## config.mk

```make
export PLATFORM = sky130hd
export DESIGN_NAME = kpn_fifo_buffer
export DESIGN_NICKNAME = d
export VERILOG_FILES = /design/src/rtl/kpn_fifo_pkg.sv /design/src/rtl/kpn_fifo_ram.sv /design/src/rtl/kpn_fifo_buffer.sv
export SDC_FILE = /design/constraint.sdc
export NUM_CORES = 1
export LEC_CHECK = 0
export CELL_PAD_IN_SITES_DETAIL_PLACEMENT = 1
export CELL_PAD_IN_SITES_GLOBAL_PLACEMENT = 2
export CORE_ASPECT_RATIO = 0.6
export CORE_MARGIN = 10
export CORE_UTILIZATION = 40
export CTS_CLUSTER_SIZE = 28
export DETAILED_ROUTE_END_ITERATION = 8
export GPL_ROUTABILITY_DRIVEN = 0
export MAX_ROUTING_LAYER = met4
export PLACE_DENSITY = 0.65
export SKIP_LAST_GASP = 1
export SYNTH_ARGS = -nofsm -noshare
export SYNTH_HDL_FRONTEND = slang
export SYNTH_SLANG_ARGS = --single-unit
```

## constraint.sdc

```tcl
create_clock -name clk -period 3.7 [get_ports clk]
set_input_delay 0.74 -clock clk [delete_from_list [all_inputs] [get_ports clk]]
set_output_delay 0.74 -clock clk [all_outputs]
set_load 0.01 [all_outputs]
```

## src/rtl/kpn_fifo_pkg.sv

```systemverilog
// Defaults shared by every KPN channel FIFO instance.
package kpn_fifo_pkg;

    localparam int KPN_B = 16;
    localparam int KPN_W = 5;

    localparam bit KPN_KEEP_ZERO = 1'b0;
    localparam bit KPN_DROP_ZERO = 1'b1;

    function automatic int kpn_af_thresh(input int w);
        return (2 ** w) - 4;
    endfunction

    localparam int KPN_AF_THRESH = kpn_af_thresh(KPN_W);

endpackage

```

## src/rtl/kpn_fifo_ram.sv

```systemverilog
// FIFO storage: 2**W x B, synchronous write, asynchronous read.
// Latency: write visible on the read port the cycle after the write edge.
// Backpressure: none; the controller decides when writes happen.
module kpn_fifo_ram #(
    parameter int B = 16,
    parameter int W = 5
) (
    input  logic         clk,
    input  logic         wr_en,
    input  logic [W-1:0] wr_addr,
    input  logic [B-1:0] wr_dat,
    input  logic [W-1:0] rd_addr,
    output logic [B-1:0] rd_dat
);

    logic [B-1:0] mem [2**W];

    always_ff @(posedge clk) begin
        if (wr_en) begin
            mem[wr_addr] <= wr_dat;
        end
    end

    // A same-edge write to rd_addr lands after the edge, so the read sees the old word.
    assign rd_dat = mem[rd_addr];

endmodule

```

## src/rtl/kpn_fifo_buffer.sv

```systemverilog
// KPN channel FIFO with registered read data, registered flags and sticky errors.
// Latency: popped word appears on output_1 one edge after rd; flags follow their edge.
// Backpressure: writes refused while full unless a read frees a slot on the same edge.
module kpn_fifo_buffer
    import kpn_fifo_pkg::*;
#(
    parameter int B         = KPN_B,
    parameter int W         = KPN_W,
    parameter int AF_THRESH = kpn_af_thresh(W),
    parameter bit DROP_ZERO = KPN_DROP_ZERO
) (
    input  logic         clk,
    input  logic         reset,
    input  logic         wr,
    input  logic [B-1:0] entry_1,
    input  logic         rd,
    input  logic         clr_err,
    output logic [B-1:0] output_1,
    output logic         output_valid,
    output logic         full,
    output logic         empty,
    output logic         almost_full,
    output logic [W:0]   count,
    output logic         overflow,
    output logic         underflow
);

    localparam logic [W:0] DEPTH  = (W+1)'(2 ** W);
    localparam logic [W:0] AF_LVL = (W+1)'(AF_THRESH);

    logic [W-1:0] w_ptr;
    logic [W-1:0] r_ptr;
    logic [B-1:0] rd_word;
    logic         zero_drop;
    logic         rd_ok;
    logic         wr_ok;
    logic [W:0]   count_nxt;

    assign zero_drop = DROP_ZERO && (entry_1 == '0);
    assign rd_ok     = rd && !empty;
    assign wr_ok     = wr && !zero_drop && (!full || rd_ok);

    always_comb begin
        count_nxt = count;
        if (wr_ok && !rd_ok) begin
            count_nxt = count + (W+1)'(1);
        end else if (rd_ok && !wr_ok) begin
            count_nxt = count - (W+1)'(1);
        end
    end

    kpn_fifo_ram #(.B(B), .W(W)) u_ram (
        .clk     (clk),
        .wr_en   (wr_ok),
        .wr_addr (w_ptr),
        .wr_dat  (entry_1),
        .rd_addr (r_ptr),
        .rd_dat  (rd_word)
    );

    // Flags are computed from next-state count so they stay registered yet exact.
    always_ff @(posedge clk or posedge reset) begin
        if (reset) begin
            w_ptr        <= '0;
            r_ptr        <= '0;
            count        <= '0;
            output_1     <= '0;
            output_valid <= 1'b0;
            full         <= 1'b0;
            empty        <= 1'b1;
            almost_full  <= 1'b0;
            overflow     <= 1'b0;
            underflow    <= 1'b0;
        end else begin
            if (wr_ok) begin
                w_ptr <= w_ptr + W'(1);
            end
            if (rd_ok) begin
                r_ptr    <= r_ptr + W'(1);
                output_1 <= rd_word;
            end
            output_valid <= rd_ok;
            count        <= count_nxt;
            full         <= (count_nxt == DEPTH);
            empty        <= (count_nxt == '0);
            almost_full  <= (count_nxt >= AF_LVL);
            if (wr && !zero_drop && full && !rd_ok) begin
                overflow <= 1'b1;
            end else if (clr_err) begin
                overflow <= 1'b0;
            end
            if (rd && empty) begin
                underflow <= 1'b1;
            end else if (clr_err) begin
                underflow <= 1'b0;
            end
        end
    end

endmodule

```

==> results.md, run 1 <==
Outcome:
- The run finished with clean final reports.

Detailed routing:
- After detailed routing, the average wire length per cell comes to about 29 microns.
- For this run, design rule violations remaining after detail routing come to 0.
- Summed over all layers, the routed wires come to around 53000 microns.
- The initial detailed-routing violation count is 1128.
- The first detailed-routing pass took 7 iterations.
- The vias after detailed routing is 10200.
- The count of nets left with antenna violations once routing finished came out at 0.
- The via density per instance is 5.60.

STA:
- The clock period minus final worst setup slack is between 3 and 4 ns.
- The final max-slew violation count is 0.
- The headroom to the max-slew limit is 13.7%.
- The final-layout setup total negative slack is 0 ns.
- For the pin with the worst max-slew slack, the measured transition is about 1.3 ns.
- Setup violations remaining at the end of the flow were counted as 0.
- For this run, the top clock speed supported by timing is about 0.29 GHz.
- The setup skew after layout is 0.0176 ns.
- Setup repair after global routing left no endpoint under its margin.
- The worst path uses 93.3% of the clock period.
- The number of hold violations in the final report is 0.

Logic synthesis:
- The count of unique library cells instantiated by Yosys is 39.
- For this run, the number of Yosys warnings is 0.
- In the post-synthesis netlist, the biggest area contributors are sky130_fd_sc_hd__edfxtp_1, sky130_fd_sc_hd__mux4_2, sky130_fd_sc_hd__dfrtp_1.
- The share of synthesized flip-flops with an asynchronous set or reset is around 6.9%.
- Synthesis produced a netlist with a net count of about 960.
- Counting flops with a built-in enable in the synthesized netlist gives between 500 and 600.
- The area share of the largest cell type after synthesis is 72.5%.
- By count the netlist is led by sky130_fd_sc_hd__edfxtp_1, sky130_fd_sc_hd__mux4_2, sky130_fd_sc_hd__nor2_1.
- The number of instances in the synthesized netlist is 935.
- The average cell area after synthesis is 22.7 sq um.
- The library cell occupying the most area in the post-synthesis netlist is sky130_fd_sc_hd__edfxtp_1.
- In the synthesized netlist the dominant register cell turns out to be sky130_fd_sc_hd__edfxtp_1.
- The cell with the most instances after synthesis is sky130_fd_sc_hd__edfxtp_1.
- The sequential share of the synthesized area is 76.9%.
- The total standard cell area after synthesis is 21200 sq um.
- In this run, synthesis produced a sequential element count of 550.

Placed design:
- The number of port buffers is 48.
- The total half-perimeter wirelength after legalization and detailed placement is 33700 microns.
- The number of placed instances, taps included, is 1730.
- The post-detailed-placement cell area is 23800 sq um.

Power:
- The static leakage is 8.05 nW.
- IR analysis of the VDD net gives a maximum drop of 391 uV.
- The ratio of total power to cell area is between 700 and 800 nW/um^2.

Floorplan:
- Row generation in the floorplan step produced 65 rows.
- The die covers 63000 sq um.
- Once the floorplan was initialized, standard cells occupied between 40 and 50% of the core.
- The die is approximately 320 microns wide.
- 49 I/O pins were placed.
- The core region is 52500 sq um.
- The die is 198 microns tall.

Worst setup path:
- The endpoint identified for the worst register-to-register timing path is full$_DFF_PP0_.
- On the worst path, the slowest cell contributes a delay of 1.02 ns.
- The origin of the worst setup path is entry_1[7].
- In this run the critical register-to-register path is launched from empty$_DFF_PP1_.
- The critical path ends at u_ram.mem[24][12]$_DFFE_PP_.
- The slowest stage of the critical path belongs to the cell sky130_fd_sc_hd__nor2_2.
- The worst-case register-to-register setup slack is about 0.9 ns.
- Traced cell by cell, the critical path runs through clkdlybuf4s50_1 > or4_1 > buf_4 > o41ai_4 > a21oi_1 > nand2_1 > nor2_2.
- By startpoint and endpoint, the worst setup path is classified as input port to register.
- The sort of element at the start of the critical path is an input port.
- The critical path capture point type is a register.
- The cell count of the worst reg-to-reg path is 9.
- In this run the worst path has a maximum fanout of 16.
- STA puts the critical path data required time at between 3 and 4 ns.
- Data arrives at the worst endpoint at around 3.6 ns.

Global routing:
- The global-route wire length before repair is 78000 microns.
- The via count of the first global-routing pass is 10600.
- The pin count of the biggest net entering global routing is 50.
- Global routing finished with a remaining overflow of 0.
- In the global route stage, overall resource usage came out at 17.7%.
- The initial antenna violation count is 2.

CTS:
- Post-CTS timing repair inserted 0 buffers for setup.
- The clock tree from TritonCTS is yes.
- The number of buffers added by the clock tree synthesis step is 50.
- For the worst-skew pair, the clock arrives at the later sink with an insertion delay of 0.58 ns.
- The number of hold-repair buffers added at the cts stage is 0.
- The H-tree generated during clock tree synthesis spans 2 levels.
- Once the clock tree was built, the resizer swapped 0 gates to a different size.
- CTS saw 550 sinks.
- The clock transition at the registers of the reported paths is 0.06 ns.
- No sink is reached through more buffers than the 3 on the longest clock path.
- The clock root buffer master is sky130_fd_sc_hd__clkbuf_16.

Finish:
- The fill cell total of the finished layout is 4726.
- The post-route netlist has 33.0% of its cells at a drive strength greater than 1.
- The area overhead of the layout relative to synthesis is 19.3%.
- The number of cells in the finished layout apart from fillers is 1822.
- The post-route cell area is approximately 25000 sq um.
- The number of inserted diodes is 0.
- At the end of the flow, the number of nets in the layout was 1107.

Flow run:
- Across the run, the number of max-cap violations was 0.

Hold path:
- The min-delay analysis places its worst path in the category register to register.
-- layer usage --
layer / track usage (%) / wire length [microns] / part of all wire [%]
met1: 28.5 / 26700 / 50
met2: 22.7 / 21600 / 41
met3: 3.66 / 4220 / 7.9
met4: 3.04 / 808 / 1.5
met5: - / 0 / 0
-- worst min path at each step --
stage / start / end / slack [ns] / cells past startpoint
3_5_place_dp: output_1[2]$_DFFE_PP0P_ / output_1[2]$_DFFE_PP0P_ / 0.47 / 2
2_1_floorplan: output_1[0]$_DFFE_PP0P_ / output_1[0]$_DFFE_PP0P_ / 0.52 / 2
5_1_grt: output_1[2]$_DFFE_PP0P_ / output_1[2]$_DFFE_PP0P_ / 0.51 / 2
3_3_place_gp: output_1[2]$_DFFE_PP0P_ / output_1[2]$_DFFE_PP0P_ / 0.47 / 2
6_report: output_1[2]$_DFFE_PP0P_ / output_1[2]$_DFFE_PP0P_ / 0.48 / 2
4_1_cts: output_1[2]$_DFFE_PP0P_ / output_1[2]$_DFFE_PP0P_ / 0.49 / 2
-- critical path, delay by kind of cell --
family	cells	cell delay, ns
buffers and inverters	2	0.91
and+or+nand+nor	3	1.47
AOI/OAI and AO/OA	2	0.49
-- power by group --
group | leakage [nW] | internal, W | total (W) | switching [W]
registers | 5.07 | 0.00734 | 0.00784 | 0.000507
logic | 2.22 | 0.00271 | 0.00529 | 0.00258
clock network | 0.760 | 0.00275 | 0.00499 | 0.00224
total | 8.05 | 0.0128 | 0.0181 | 0.00533
-- layout make-up --
class,instances,area (sq um),area share (%)
flip-flops and latches,550,16300,64.5
clock inverters,24,164,0.647
inverters,8,30.0,0.119
repair buffers,139,1780,7.02
well taps,703,880,3.47
clock buffers,68,1380,5.45
multi-input cells,330,4760,18.8
-- state kept, by name (all words and copies together) (netlist names) --
| name | count |
|---|---|
| u_ram.mem | 512 |
| output_1 | 16 |
| count | 6 |
| r_ptr | 5 |
| w_ptr | 5 |
| almost_full | 1 |
| empty | 1 |
| full | 1 |
| output_valid | 1 |
| overflow | 1 |
| underflow | 1 |
-- logic make-up after synthesis --
family	share of synthesized area, %
XOR/XNOR	0.495
flip-flops	76.9
adder cells (fa/ha/maj)	0.413
buffers and inverters	1.04
AND/OR/NAND/NOR	2.26
AO/OA/AOI/OAI	1.07
multiplexers	17.8
-- metrics by stage --
step | hold WS [ns] | worst slack (ns) | total power [W] | util, %
3_3_place_gp | 0.466 | -0.165 | 0.0133 | 45.3
6_report | 0.485 | 0.246 | 0.0181 | 48.2
3_5_place_dp | 0.474 | -0.261 | 0.0134 | 45.3
4_1_cts | 0.489 | 0.318 | 0.0184 | 48.2
5_1_grt | 0.511 | 0.0921 | 0.0189 | 48.2
2_1_floorplan | 0.516 | 0.825 | 0.0111 | -
-- placed cells by master, fill, tap and decap left out, types with 2 or more instances in the layout --
cell / netlist / final
sky130_fd_sc_hd__or4_4: 2 / 2
sky130_fd_sc_hd__xor2_1: 2 / 2
sky130_fd_sc_hd__o21ai_0: 23 / 23
sky130_fd_sc_hd__nor3_1: 2 / 2
sky130_fd_sc_hd__buf_4: 0 / 42
sky130_fd_sc_hd__edfxtp_1: 512 / 512
sky130_fd_sc_hd__and3_1: 2 / 2
sky130_fd_sc_hd__nor2_2: 0 / 32
sky130_fd_sc_hd__bufinv_16: 0 / 2
sky130_fd_sc_hd__buf_12: 0 / 49
sky130_fd_sc_hd__clkbuf_16: 0 / 51
sky130_fd_sc_hd__clkinv_2: 0 / 10
sky130_fd_sc_hd__inv_1: 8 / 7
sky130_fd_sc_hd__or2_2: 2 / 2
sky130_fd_sc_hd__nand3b_1: 2 / 2
sky130_fd_sc_hd__xnor2_1: 10 / 10
sky130_fd_sc_hd__or3_1: 2 / 2
sky130_fd_sc_hd__mux4_2: 160 / 160
sky130_fd_sc_hd__dfrtp_2: 0 / 2
sky130_fd_sc_hd__or4_1: 3 / 3
sky130_fd_sc_hd__nand4_1: 5 / 5
sky130_fd_sc_hd__clkbuf_1: 30 / 13
sky130_fd_sc_hd__dfrtp_1: 37 / 33
sky130_fd_sc_hd__or3b_2: 2 / 2
sky130_fd_sc_hd__clkbuf_8: 0 / 4
sky130_fd_sc_hd__dfrtp_4: 0 / 2
sky130_fd_sc_hd__nor2_1: 38 / 6
sky130_fd_sc_hd__mux2i_1: 17 / 17
sky130_fd_sc_hd__ha_1: 7 / 7
sky130_fd_sc_hd__clkdlybuf4s50_1: 0 / 48
sky130_fd_sc_hd__nand3_1: 5 / 5
sky130_fd_sc_hd__nand2_1: 32 / 32
sky130_fd_sc_hd__clkinv_1: 0 / 10
(Power assumes the default switching activity.)
==> run 2, diff against run 1 <==
--- a/config.mk
+++ b/config.mk
@@ -14,8 +14,9 @@
 export DETAILED_ROUTE_END_ITERATION = 8
 export GPL_ROUTABILITY_DRIVEN = 0
 export MAX_ROUTING_LAYER = met4
-export PLACE_DENSITY = 0.65
+export PLACE_DENSITY = 0.68
 export SKIP_LAST_GASP = 1
 export SYNTH_ARGS = -nofsm -noshare
 export SYNTH_HDL_FRONTEND = slang
+export SYNTH_HIERARCHICAL = 1
 export SYNTH_SLANG_ARGS = --single-unit
==> run 2 against run 1 <==
  * Wire length increased by 9.9%
  * Cell area increased by 0.51%
  * Via count increased by 18%
  * Die area increased by 3.2%
  * Core utilization decreased by 1.3 points
  * Critical path depth increased by 1
  * Global-route usage increased by 0.70 points
  * Power increased by 5.7%
  * Cell count increased by 19%
  * Worst setup slack improved by 0.33 ns
  * Critical endpoint is now u_ram/mem[27][10]$_DFFE_PP_
  * Largest power group unchanged
==> results.md, run 2 <==
Outcome:
- Run status: finished, final reports clean (unchanged).

Logic synthesis:
- The synthesized-area fraction occupied by ao, oa, aoi and oai cells is 5.10% (was 1.07%).
- The cell with the most instances after synthesis is sky130_fd_sc_hd__edfxtp_1 (unchanged).
- The post-synthesis simple-gate area fraction was 5.44% (was 2.26%).
- The sequential share of the synthesized area is 74.4% (was 76.9%).
- The main combinational cell family by area after synthesis is multiplexers (unchanged).
- The post-synth net total is 1322 (was 963).
- The total standard cell area after synthesis is 22000 sq um (was 21200 sq um).
- The share of the synthesized netlist area taken by xor and xnor gates came to 0.479% (was 0.495%).
- The prevailing post-synth register cell is sky130_fd_sc_hd__edfxtp_1 (unchanged).
- The number of instances in the synthesized netlist is 1297 (was 935).
- Commonest cells in the netlist: sky130_fd_sc_hd__edfxtp_1, sky130_fd_sc_hd__mux2i_1, sky130_fd_sc_hd__nand2_1 (was sky130_fd_sc_hd__edfxtp_1, sky130_fd_sc_hd__mux4_2, sky130_fd_sc_hd__nor2_1).
- The synthesis-stage register bit count is 550 (unchanged).
- The count of unique library cells instantiated by Yosys is 51 (was 39).
- Ranking of synthesized cells by area: sky130_fd_sc_hd__edfxtp_1, sky130_fd_sc_hd__mux2i_1, sky130_fd_sc_hd__dfrtp_1 (was sky130_fd_sc_hd__edfxtp_1, sky130_fd_sc_hd__mux4_2, sky130_fd_sc_hd__dfrtp_1).
- The average cell area after synthesis was 16.9 sq um (was 22.7 sq um).
- The post-synthesis mux area share is 11.7% (was 17.8%).
- The count of flip-flops with a built-in enable after synthesis is 512 (unchanged).
- The number of warning messages in the yosys log is 6 (was 0).
- The share of synthesized flip-flops with an asynchronous set or reset is 6.91% (unchanged).
- The area share of the largest cell type after synthesis is 70.0% (was 72.5%).
- The library cell occupying the most area in the post-synthesis netlist is sky130_fd_sc_hd__edfxtp_1 (unchanged).
- The post-synthesis share of cell area spent on full adders, half adders and majority gates is 0.228% (was 0.413%).

Power:
- The overall power came to 0.0192 W (was 0.0181 W).
- The static leakage is 8.97 nW (was 8.05 nW).
- The share of total power in sequential cells is 40.5% (was 43.3%).
- The net switching fraction of the power is 33.6% (was 29.4%).
- The power spent charging and discharging nets is 0.00644 W (was 0.00533 W).
- The share of power burned in combinational logic is 31.9% (was 29.2%).
- The ratio of total power to cell area is 753 nW/um^2 (was 716 nW/um^2).
- The design internal power was 0.0127 W (was 0.0128 W).
- The largest voltage drop on the vdd net is 425 uV (was 391 uV).
- The portion of total power attributed to the clock network is 27.6% (was 27.5%).

Floorplan:
- The count of boundary I/O pins is 49 (unchanged).
- The die extent in x is 322 microns (was 317 microns).
- The die height is 201 microns (was 198 microns).
- The number of standard-cell rows in the floorplan came to 66 (was 65).
- The die area is 65000 sq um (was 63000 sq um).
- The floorplan core area is 54300 sq um (was 52500 sq um).
- The effective utilization at floorplan is 40.5% (was 40.4%).

Worst setup path:
- The critical path capture point type is a register (unchanged).
- The largest stage delay on the critical path came to 0.89 ns (was 1.02 ns).
- The end of the worst register-to-register path is output_1[1]$_DFFE_PP0P_ (was full$_DFF_PP0_).
- The critical setup path kind is input port to register (unchanged).
- The cell repeated most along the worst path is sky130_fd_sc_hd__buf_4.
- The critical path data required time is 3.89 ns (about the same).
- The maximum fanout along the worst path is 16 (unchanged).
- The worst-case register-to-register setup slack was 1.01 ns (was 0.90 ns).
- The sort of element at the start of the critical path is an input port (unchanged).
- The startpoint of the lowest-slack register-to-register path is r_ptr[0]$_DFFE_PP0P_ (was empty$_DFF_PP1_).
- The cell count of the worst reg-to-reg path is 8 (was 9).
- The critical-path cell with the highest stage delay is sky130_fd_sc_hd__nor2_2 (unchanged).
- Cell breakdown of the critical path: clkdlybuf4s50_1 > nor4_4 > a41o_2 > a21oi_1 > buf_4 > nand3_1 > buf_4 > nor2_2 (was clkdlybuf4s50_1 > or4_1 > buf_4 > o41ai_4 > a21oi_1 > nand2_1 > nor2_2).
- The data arrival at the endpoint of the critical path came to 3.31 ns (was 3.64 ns).

STA:
- The pin slew with the least headroom to its limit is 1.15 ns (was 1.29 ns).
- The final max-slew violation count came to 0 (unchanged).
- The clock period minus final worst setup slack is 3.12 ns (was 3.45 ns).
- The setup skew after layout is 0.0224 ns (was 0.0176 ns).
- The least setup slack across all paths after layout came to 0.580 ns (was 0.246 ns).
- The final-layout setup total negative slack was 0 ns (unchanged).
- RSZ-0062 raised after global routing: false (unchanged).
- The maximum clock frequency is 0.320 GHz (was 0.290 GHz).
- The final setup violation count came to 0 (unchanged).
- The headroom to the max-slew limit came to 23.3% (was 13.7%).
- The number of hold violations in the final report was 0 (unchanged).
- The share of the clock period used by the worst path after layout is 84.3% (was 93.3%).

Global routing:
- The via count of the first global-routing pass is 12100 (was 10600).
- The initial antenna violation count is 0 (was 2).
- The overflow left after global routing is 0 (unchanged).
- The pin count of the biggest net entering global routing came to 60 (was 50).
- The global-route usage over all layers came to 18.4% (was 17.7%).
- The global-route wire length before repair is 86200 microns (was 78000 microns).

Hold path:
- The number of cells on the worst hold path was 2 (unchanged).
- The path type of the worst min-delay path was register to register (unchanged).
- The critical hold path startpoint was output_1[6]$_DFFE_PP0P_ (was output_1[2]$_DFFE_PP0P_).
- The worst min-delay path endpoint is output_1[6]$_DFFE_PP0P_ (was output_1[2]$_DFFE_PP0P_).

Placed design:
- The number of port buffers is 48 (unchanged).
- The post-detailed-placement cell area is 23800 sq um (about the same).
- The total half-perimeter wirelength after legalization and detailed placement is 38200 microns (was 33700 microns).
- The worst-case setup slack after placement is 0.0251 ns (was -0.261 ns).

Finish:
- The post-route cell area was 25500 sq um (was 25300 sq um).
- The flip-flop count of the largest register, all copies and words added is 512 (unchanged).
- The sequential cell area is 16300 sq um (about the same).
- The total area of multi-input combinational cells was 5130 sq um (was 4760 sq um).
- The fill cell total of the finished layout came to 5114 (was 4726).
- The most common cell after layout, fill and taps aside is sky130_fd_sc_hd__edfxtp_1 (unchanged).
- Most frequent cells in the layout: sky130_fd_sc_hd__edfxtp_1, sky130_fd_sc_hd__mux2i_1, sky130_fd_sc_hd__nand2_1, sky130_fd_sc_hd__a22oi_1, sky130_fd_sc_hd__buf_4 (was sky130_fd_sc_hd__edfxtp_1, sky130_fd_sc_hd__mux4_2, sky130_fd_sc_hd__clkbuf_16, sky130_fd_sc_hd__buf_12, sky130_fd_sc_hd__clkdlybuf4s50_1).
- The fraction of final layout cells sized beyond drive strength 1 is 14.3% (was 33.0%).
- The net count reported at finish is 1437 (was 1107).
- Regs by FF count: u_ram/mem (512), output_1 (16), count (6) (was u_ram.mem (512), output_1 (16), count (6)).
- The number of inserted diodes is 0 (unchanged).
- The area overhead of the layout relative to synthesis was 15.9% (was 19.3%).
- The register with the most flip-flops is u_ram/mem (was u_ram.mem).

CTS:
- The number of clock sinks was 550 (unchanged).
- The post-CTS setup buffer count is 0 (unchanged).
- The clock root buffer master is sky130_fd_sc_hd__clkbuf_16 (unchanged).
- The clock tree from TritonCTS is yes (unchanged).
- The maximum clock path buffer count is 3 (unchanged).
- The number of hold-repair buffers added at the cts stage is 0 (unchanged).
- The number of buffers added by the clock tree synthesis step is 51 (was 50).
- The worst-skew pair later-pin latency is 0.57 ns (was 0.58 ns).
- The clock transition at the registers of the reported paths is 0.06 ns (about the same).
- The number of gates resized after cts is 0 (unchanged).
- The H-tree depth came to 2 (unchanged).

Detailed routing:
- The remaining antenna violation count after routing is 0 (unchanged).
- The DRC violations left is 0 (unchanged).
- The initial detailed-routing violation count is 1038 (was 1128).
- The final routed wire length divided by cell count is 27.1 microns (was 29.3 microns).
- The vias after detailed routing was 12000 (was 10200).
- The first-pass detailed-route iteration total is 5 (was 7).
- The via density per instance is 5.54 (was 5.60).
- The total wire length is 58600 microns (was 53400 microns).

Flow run:
- The max-cap check violation count is 0 (unchanged).
[run 2: cell count changes in the layout (fill, tap and decap cells not counted), sizes merged, moves of 18 or more]
cell,delta
o21ai,-23
nor3,+20
a22oi,+64
mux2i,+239
mux4,-160
a22o,+32
a21oi,+33
nand3,+32
nand2,+59
nand4,+18
[run 2: kinds of logic (layout without fill, tap and decap cells)]
group | after synthesis | in the layout
DFF | 550 | 550
muxes | 257 | 257
and+or+nand+nor | 238 | 238
AOI/OAI and AO/OA | 157 | 157
buffers and inverters | 79 | 233
xor gates and xnor gates | 12 | 12
adders and majority gates | 4 | 4
[run 2: worst max-delay path: cells and delay by family]
family | cells | cell delay (ns)
compound gates | 2 | 0.49
simple gates | 3 | 1.02
buf+inv | 3 | 1.03
[run 2: how the worst max path moves through the flow]
stage / from / endpoint / slack (ns)
after floorplan: entry_1[8] / u_ram/mem[28][0]$_DFFE_PP_ / 0.44
after global placement: entry_1[14] / u_ram/mem[27][13]$_DFFE_PP_ / 0.03
after detailed placement: entry_1[7] / u_ram/mem[7][11]$_DFFE_PP_ / 0.03
after CTS: entry_1[14] / u_ram/mem[6][3]$_DFFE_PP_ / 0.60
after global routing: entry_1[14] / u_ram/mem[27][7]$_DFFE_PP_ / 0.47
final: entry_1[14] / u_ram/mem[27][10]$_DFFE_PP_ / 0.58
[run 2: per-layer routing]
| layer | GRT usage, % | up-vias | wire (microns) |
|---|---|---|---|
| li1 | - | 5336 | - |
| met1 | 28.9 | 6289 | 30500 |
| met2 | 24.2 | 309 | 23800 |
| met3 | 3.75 | 50 | 3690 |
| met4 | 2.85 | 0 | 682 |
| met5 | - | - | 0 |
[run 2: power by group through the flow]
stage	Sequential [W]	Combinational [W]	Clock (W)
3_3_place_gp	0.00787	0.00607	0
2_1_floorplan	0.00780	0.00393	0
5_1_grt	0.00782	0.00657	0.00568
3_5_place_dp	0.00789	0.00612	0
4_1_cts	0.00777	0.00615	0.00540
6_report	0.00776	0.00611	0.00529
[run 2: final cells by class]
cell class | instances | area share [%]
sequential | 550 | 64.2
multi-input combinational | 668 | 20.2
clock inverter | 33 | 1.32
timing repair buffer | 134 | 5.60
clock buffer | 59 | 5.13
tap | 714 | 3.51
inverter | 7 | 0.103
[run 2: stage by stage]
stage                     cells  hold WS, ns  util (%)
after global routing       2165        0.520      46.9
after global placement     2073        0.464      43.9
after detailed placement   2073        0.466      43.9
final                      2165        0.481      46.9
after floorplan            1297        0.447         -
after CTS                  2165        0.486      46.9
